### config.mk
export PLATFORM = sky130hd
export DESIGN_NAME = hdlverifier_capture_trigger_config
export DESIGN_NICKNAME = d
export VERILOG_FILES = /design/src/rtl/hdlverifier_capture_trigger_config.sv
export SDC_FILE = /design/constraint.sdc
export NUM_CORES = 1
export LEC_CHECK = 0
export CAP_MARGIN = 40
export CORE_MARGIN = 4
export CORE_UTILIZATION = 45
export CTS_BUF_LIST = sky130_fd_sc_hd__clkbuf_4 sky130_fd_sc_hd__clkbuf_8
export CTS_CLUSTER_DIAMETER = 40
export DETAILED_ROUTE_END_ITERATION = 10
export GPL_TIMING_DRIVEN = 0
export MAX_ROUTING_LAYER = met4
export PLACE_DENSITY = 0.66
export SYNTH_ARGS = -nofsm -noshare
export SYNTH_HDL_FRONTEND = slang
export SYNTH_SLANG_ARGS = --single-unit
### constraint.sdc
create_clock -name clk -period 16.7 [get_ports clk]
set_input_delay 2.505 -clock clk [delete_from_list [all_inputs] [get_ports clk]]
set_output_delay 2.505 -clock clk [all_outputs]
set_load 0.01 [all_outputs]
### src/rtl/hdlverifier_capture_trigger_config.sv
// Host-loaded trigger configuration: receives a 12-byte framed packet, verifies it,
// and commits the 75-bit trigger word once no capture is running.
module hdlverifier_capture_trigger_config #(
    parameter int TIMEOUT = 1024
) (
    input  logic        clk,
    input  logic        reset,
    input  logic        clk_enable,
    input  logic [7:0]  cfg_data,
    input  logic        cfg_valid,
    output logic        cfg_ready,
    input  logic        capture_busy,
    output logic [74:0] trigger_setting,
    output logic        setting_update,
    output logic        cfg_error
);

    localparam int              CNT_W    = $clog2(TIMEOUT + 1);
    localparam logic [CNT_W-1:0] TMO_LAST = CNT_W'(TIMEOUT - 1);
    localparam logic [7:0]      HEADER   = 8'hA5;

    typedef enum logic [1:0] {
        IDLE    = 2'd0,
        LOAD    = 2'd1,
        CKSUM   = 2'd2,
        PENDING = 2'd3
    } state_t;

    state_t           state_q, state_d;
    logic [79:0]      shadow_q, shadow_d;
    logic [3:0]       idx_q, idx_d;
    logic [7:0]       xor_q, xor_d;
    logic [CNT_W-1:0] tmo_q, tmo_d;
    logic [74:0]      setting_d;
    logic             update_d;
    logic             error_d;
    logic             accept;
    logic             tmo_hit;

    assign cfg_ready = clk_enable & ~reset & (state_q != PENDING);
    assign accept    = cfg_valid & cfg_ready;
    // The idle edge that would take the counter to TIMEOUT is the abort edge.
    assign tmo_hit   = (tmo_q == TMO_LAST);

    always_comb begin
        state_d   = state_q;
        shadow_d  = shadow_q;
        idx_d     = idx_q;
        xor_d     = xor_q;
        tmo_d     = tmo_q;
        setting_d = trigger_setting;
        update_d  = 1'b0;
        error_d   = 1'b0;

        case (state_q)
            IDLE: begin
                if (accept && cfg_data == HEADER) begin
                    state_d  = LOAD;
                    shadow_d = '0;
                    idx_d    = '0;
                    xor_d    = '0;
                    tmo_d    = '0;
                end
            end

            LOAD: begin
                if (accept) begin
                    for (int k = 0; k < 10; k++) begin
                        if (idx_q == 4'(k)) begin
                            shadow_d[8*k +: 8] = cfg_data;
                        end
                    end
                    xor_d = xor_q ^ cfg_data;
                    idx_d = idx_q + 4'd1;
                    tmo_d = '0;
                    if (idx_q == 4'd9) begin
                        state_d = CKSUM;
                    end
                end else if (tmo_hit) begin
                    state_d  = IDLE;
                    error_d  = 1'b1;
                    shadow_d = '0;
                    idx_d    = '0;
                    xor_d    = '0;
                    tmo_d    = '0;
                end else begin
                    tmo_d = tmo_q + 1'b1;
                end
            end

            CKSUM: begin
                if (accept) begin
                    tmo_d = '0;
                    // Bits above the 75-bit trigger word are reserved and must be zero.
                    if (cfg_data == xor_q && shadow_q[79:75] == 5'd0) begin
                        state_d = PENDING;
                    end else begin
                        state_d  = IDLE;
                        error_d  = 1'b1;
                        shadow_d = '0;
                        idx_d    = '0;
                        xor_d    = '0;
                    end
                end else if (tmo_hit) begin
                    state_d  = IDLE;
                    error_d  = 1'b1;
                    shadow_d = '0;
                    idx_d    = '0;
                    xor_d    = '0;
                    tmo_d    = '0;
                end else begin
                    tmo_d = tmo_q + 1'b1;
                end
            end

            PENDING: begin
                if (!capture_busy) begin
                    setting_d = shadow_q[74:0];
                    update_d  = 1'b1;
                    state_d   = IDLE;
                end
            end

            default: begin
                state_d = IDLE;
            end
        endcase
    end

    always_ff @(posedge clk or posedge reset) begin
        if (reset) begin
            state_q         <= IDLE;
            shadow_q        <= '0;
            idx_q           <= '0;
            xor_q           <= '0;
            tmo_q           <= '0;
            trigger_setting <= '0;
            setting_update  <= 1'b0;
            cfg_error       <= 1'b0;
        end else if (clk_enable) begin
            state_q         <= state_d;
            shadow_q        <= shadow_d;
            idx_q           <= idx_d;
            xor_q           <= xor_d;
            tmo_q           <= tmo_d;
            trigger_setting <= setting_d;
            setting_update  <= update_d;
            cfg_error       <= error_d;
        end
    end

endmodule

# ---- Word-level counts from Yosys, hierarchy flattened
# Cells that the tools add are included.
dict set report op_classes {
  addsub 2
  multipliers 0
  div 0
  order_cmp 0
  n_eq_ne 29
  shifts 0
  n_mux 47
  n_bitwise 6
  reduce_logical 22
}
# op count
set ops {}
lappend ops {{2-to-1 mux 80 bit} 5}
lappend ops {{one-hot mux 80 bit (3 select lines)} 1}
lappend ops {{2-to-1 mux 8 bit} 15}
lappend ops {{AND reduction 5 bit} 10}
lappend ops {{2-to-1 mux 11 bit} 3}
lappend ops {{inequality test 3 bit, second input constant} 11}
lappend ops {{one-hot mux 8 bit (3 select lines)} 1}
lappend ops {{one-hot mux 11 bit (2 select lines)} 1}
lappend ops {{2-to-1 mux 4 bit} 5}
lappend ops {{== test 4 x 3 -> 1 bit, second input constant} 4}
lappend ops {{2-to-1 mux 2 bit} 7}
lappend ops {{one-hot mux 4 bit (3 select lines)} 1}
lappend ops {{adder 11 x 1 -> 11 bit, second input constant} 1}
lappend ops {{== test 11 x 10 -> 1 bit, second input constant} 1}
lappend ops {{== test 4 x 2 -> 1 bit, second input constant} 2}
lappend ops {{== test 4 bit, second input constant} 2}
lappend ops {{== test 8 bit} 1}
lappend ops {{== test 8 bit, second input constant} 1}
lappend ops {{one-hot mux 2 bit (4 select lines)} 1}
lappend ops {{AND reduction 4 bit} 2}
lappend ops {{XOR 8 bit} 1}
lappend ops {{2-to-1 mux 1 bit} 6}
lappend ops {{inequality test 2 bit, second input constant} 3}
lappend ops {{AND reduction 3 bit} 2}
lappend ops {{14 further kinds} 19}
dict set report word_totals {
  reg_bits 182
  latchBits 0
  mem_bits_rw 0
  mem_bits_ro 0
  out_inout_bits 78
  mem_count 0
}

# ---- Longest topological paths before layout
# Gate-level depths: netlist of run 1.
dict set report depth {
  ltp_word 7
  ltp_mapped 9
}

# ---- Worst setup path before layout of run 1
# No wires, ideal clock.
dict set report synth_path {
  path_type {input-to-output}
  startpoint {in clk_enable}
  endpoint {out cfg_ready}
  arrival_time_ps 2751
  required_time_ps 14195
  setup_slack_ps 11444
  path_stages 2
  cell_sequence {nand2b_1 nor2_1}
}
dict set report synth_via {
  elab_chain_cells 2
}
# item line_no
set synth_lines {}
lappend synth_lines {{from (decl)} 8} ;# input logic clk_enable,
lappend synth_lines {{AND 1 bit (2 in a row)} 40} ;# assign cfg_ready = clk_enable & ~reset & (state_q != PENDING);
lappend synth_lines {{to (decl)} 11} ;# output logic cfg_ready,
# No other way between the ends.

# ---- Final worst setup path of run 1
# Same ends and word-level chain as after synthesis.

==> results.json, run 1 <==
{
  "initialDrtViolationCount": 432,
  "worst_ep_arrival_time_ns": 3.93,
  "yosysSeqAreaShare": 0.5650,
  "rows": 48,
  "dr_wl_met2_um": 10030,
  "highest_metal_layer_with_signal_wires": "met4",
  "critical_path.max_fanout": 4,
  "worst_setup_path_start_kind": "primary input",
  "cts.htree.levels": 4,
  "grtUsageTotal": 0.2208,
  "overall_die_width_um": 141.8,
  "die_area_um2": 20120,
  "setup.worst_path.end_class": "output pin",
  "time_the_final_worst_path_needs_with_i_o_delays_and_setup_ns": 6.435,
  "post_syn_nets": 685,
  "worst_hold_startpoint": "shadow_q[22]",
  "synth_enable_flop_cells": 0,
  "antenna_cells": 0,
  "detail_route.wl_per_cell_um": 20.57,
  "fp.dieH_um": 141.8,
  "netlist_area_um2": 8061,
  "r2r_start": "state_q[1]",
  "place_hpwl_um": 14480,
  "fin_worst_hold_slack_ns": 0.4980,
  "cts_hold_buffers": 0,
  "cts_buffer_depth": 2,
  "total_length_of_routed_met3_wires_um": 1050,
  "async_flop_share": 1.000,
  "cts_inserted_buffers": 17,
  "antenna_left": 0,
  "cts_num_sinks": 182,
  "relSlewSlack": 0.4041,
  "grt_pass1_wl_um": 33480,
  "r2r-end": "shadow_q[12]",
  "synth.avg_cell_area_um2": 12.16,
  "placed_cells": 980,
  "wl_um": 20840,
  "clkTransAtPathRegs_ns": 0.10,
  "via_count": 5905,
  "detailedRoute.firstPassIterationCount": 5,
  "cp-startpoint": "clk_enable",
  "worstSetupPathType": "primary input to output pin",
  "multi_input_comb_area_um2": 3256,
  "globalplace.congestion": 0.8970,
  "cts.repair_timing.setup_buffer_count": 0,
  "final_hold_violation_count": 0,
  "cp_slowest_stage_delay_ns": 0.58,
  "worstPathRequired_ns": 14.20,
  "finalInstanceArea_um2": 9703,
  "pwr_density_cell_nw_per_um2": 155.1,
  "layout.area.seq_um2": 4554,
  "postPlaceCellArea_um2": 9290,
  "synth_flop_cell": "sky130_fd_sc_hd__dfrtp_1",
  "numPortBuffers": 90,
  "max_cap_viol": 0,
  "reg2regPathDepth": 7,
  "final_setup_viols": 0,
  "grt_start_max_net_pins": 105,
  "grt_pass1_vias": 5993,
  "netlist-cell-type-count": 55,
  "maxSlewViolCount": 0,
  "cpMostUsedCell": "sky130_fd_sc_hd__clkdlybuf4s50_1",
  "ratio_of_cells_with_drive_above_1_in_the_final_layout": 0.1688,
  "tns_ns": 0,
  "drt-vias-per-instance": 5.829,
  "min_delay_path_depth": 1,
  "grt_setup_unrepaired": "false",
  "initial_standard_cell_utilization_of_the_core": 0.4629,
  "min_to": "shadow_q[22]",
  "filler_cells_inserted": 1526,
  "ios": 91,
  "layout.cells.non_filler": 1013,
  "cts_tree": "yes",
  "max-vdd-ir-drop_mv": 0.07604,
  "maxClockFrequency_mhz": 155.4,
  "area_delta_synth_final_pct": 20.36,
  "cp_slowest_cell": "sky130_fd_sc_hd__clkdlybuf4s50_1",
  "timing.final.crit_share": 0.3853,
  "skew_ns": 0.01371,
  "overflow": 0,
  "grt_antenna_before_repair": 0,
  "gate_count_after_technology_mapping": 663,
  "hold_path_class": "flip-flop to flip-flop",
  "path_cells": "clkdlybuf4s50_1 -> nand2b_1 -> nor2_1 -> clkdlybuf4s50_1",
  "layout.nets": 797,
  "wl_met1_um": 9460,
  "drc": 0,
  "postSynthRegisterBits": 182,
  "clk_latency_ns": 0.47,
  "leakage_nw": 4.514,
  "core_region_area_um2": 17420,
  "worst-slew-pin-transition_ns": 0.8939,
  "synth-warning-count": 0,
  "outcome": "finished clean",
  "post_cts.resized_instances": 0,
  "clock_tree.root_cell": "sky130_fd_sc_hd__clkbuf_8",
  "rrSetupSlack_ns": 13.54
}
routing by layer:
metal,vias to the layer above,GRT usage
li1,2704,-
met1,2998,0.3042
met2,178,0.3385
met3,25,0.04617
met4,0,0.05455
met5,-,-
cell families (layout without fill, tap and decap cells):
family	count (synthesis)	in the layout	synth area share
adders and majority gates	9	9	0.01397
muxes	75	75	0.1048
AOI/OAI and AO/OA	162	162	0.1544
and+or+nand+nor	164	164	0.1209
DFF	182	182	0.5650
buffers and inverters	62	187	0.03120
xor gates and xnor gates	9	9	0.009779
power breakdown:
group / switching (mW) / internal (mW)
logic: 0.308 / 0.259
clock network: 0.173 / 0.129
registers: 0.0760 / 0.560
total: 0.556 / 0.949
area by class of cell:
cell class	instances	share of cell area
Timing Repair Buffer	93	0.09736
Inverter	16	0.006963
Tap cell	225	0.02901
Clock buffer	18	0.02553
Buffer	46	0.01973
Sequential cell	182	0.4694
Multi-Input combinational cell	419	0.3355
Clock inverter	14	0.01651
per-stage QoR:
stage	worst slack [ns]	power (mW)	utilization
floorplan	9.251	0.9628	-
global placement	7.127	1.191	0.5307
detailed placement	10.27	1.212	0.5334
CTS	10.26	1.518	0.5568
global route	10.22	1.596	0.5571
finish	10.27	1.505	0.5571
how the worst max path moves through the flow:
stage | end | slack, ns
6_report | cfg_ready | 10.27
5_1_grt | cfg_ready | 10.22
4_1_cts | cfg_ready | 10.26
3_5_place_dp | cfg_ready | 10.27
3_3_place_gp | trigger_setting[58] | 7.13
2_1_floorplan | cfg_error | 9.25
state kept, by name (all words and copies together), names as in the netlist:
| register | count |
|---|---|
| cfg_error | 1 |
| idx_q | 4 |
| setting_update | 1 |
| shadow_q | 80 |
| state_q | 2 |
| tmo_q | 11 |
| trigger_setting | 75 |
| xor_q | 8 |
critical path, delay by kind of cell:
family / cells / cell delay, ns
buffers and inverters: 2 / 1.09
AND/OR/NAND/NOR: 2 / 0.33
placed cells by master, fill, tap and decap left out, types with 7 or more instances in the layout:
cell	count
sky130_fd_sc_hd__o21ai_0	22
sky130_fd_sc_hd__inv_1	15
sky130_fd_sc_hd__xor2_1	9
sky130_fd_sc_hd__o22a_1	77
sky130_fd_sc_hd__and3_1	9
sky130_fd_sc_hd__nand4_1	8
sky130_fd_sc_hd__nor3_1	7
sky130_fd_sc_hd__buf_1	8
sky130_fd_sc_hd__a21oi_1	25
sky130_fd_sc_hd__o31ai_1	11
sky130_fd_sc_hd__mux2_2	75
sky130_fd_sc_hd__nand2_1	23
sky130_fd_sc_hd__clkdlybuf4s50_1	90
sky130_fd_sc_hd__nor2_1	31
sky130_fd_sc_hd__clkbuf_8	18
sky130_fd_sc_hd__nor4_1	11
sky130_fd_sc_hd__ha_1	9
sky130_fd_sc_hd__nand3_1	18
sky130_fd_sc_hd__and2_1	7
sky130_fd_sc_hd__nor4b_1	14
sky130_fd_sc_hd__dfrtp_1	182
sky130_fd_sc_hd__nand3b_1	9
sky130_fd_sc_hd__clkbuf_1	30
Yosys cell counts (all sizes together) (2+ instances only):
cell type	number	share of area
nor4	12	0.010
nand4b	3	0.0033
and2	7	0.0054
a221o	3	0.0037
clkbuf	30	0.014
o22a	77	0.084
o31ai	11	0.010
nor2	31	0.014
nand2	23	0.011
a21oi	25	0.016
nand4	8	0.0062
xor2	9	0.0098
dfrtp	182	0.56
buf	16	0.0098
nor4b	15	0.017
a31oi	5	0.0039
mux2	75	0.10
or3	2	0.0016
nand3b	9	0.0084
or2	3	0.0023
o41ai	3	0.0056
and3	9	0.0070
o21a	2	0.0019
inv	16	0.0075
a2111oi	2	0.0045
a311oi	2	0.0022
nand3	21	0.015
ha	9	0.014
a211o	2	0.0022
nor3	8	0.0056
o21ai	25	0.016
nand2b	5	0.0039
(Power assumes the default switching activity.)
==> run 2: changes to the inputs <==
==> constraint.sdc (replaced) <==
create_clock -name clk -period 6.56 [get_ports clk]
set_input_delay 0.984 -clock clk [delete_from_list [all_inputs] [get_ports clk]]
set_output_delay 0.984 -clock clk [all_outputs]
set_load 0.01 [all_outputs]
==> results of run 2 <==
Same layout as run 1 (identical final DEF). Status: finished clean.
Among the figures that moved: setup slack after placement 10.27 ns -> 2.580 ns; setup slack after layout 10.27 ns -> 2.999 ns; start point of the critical path clk_enable -> reset; end point of the critical path cfg_ready -> shadow_q[4]; register-to-register setup slack 13.54 ns -> 3.40 ns; total power 1.505 mW -> 3.831 mW; worst IR drop on VDD 0.07604 mV -> 0.1936 mV
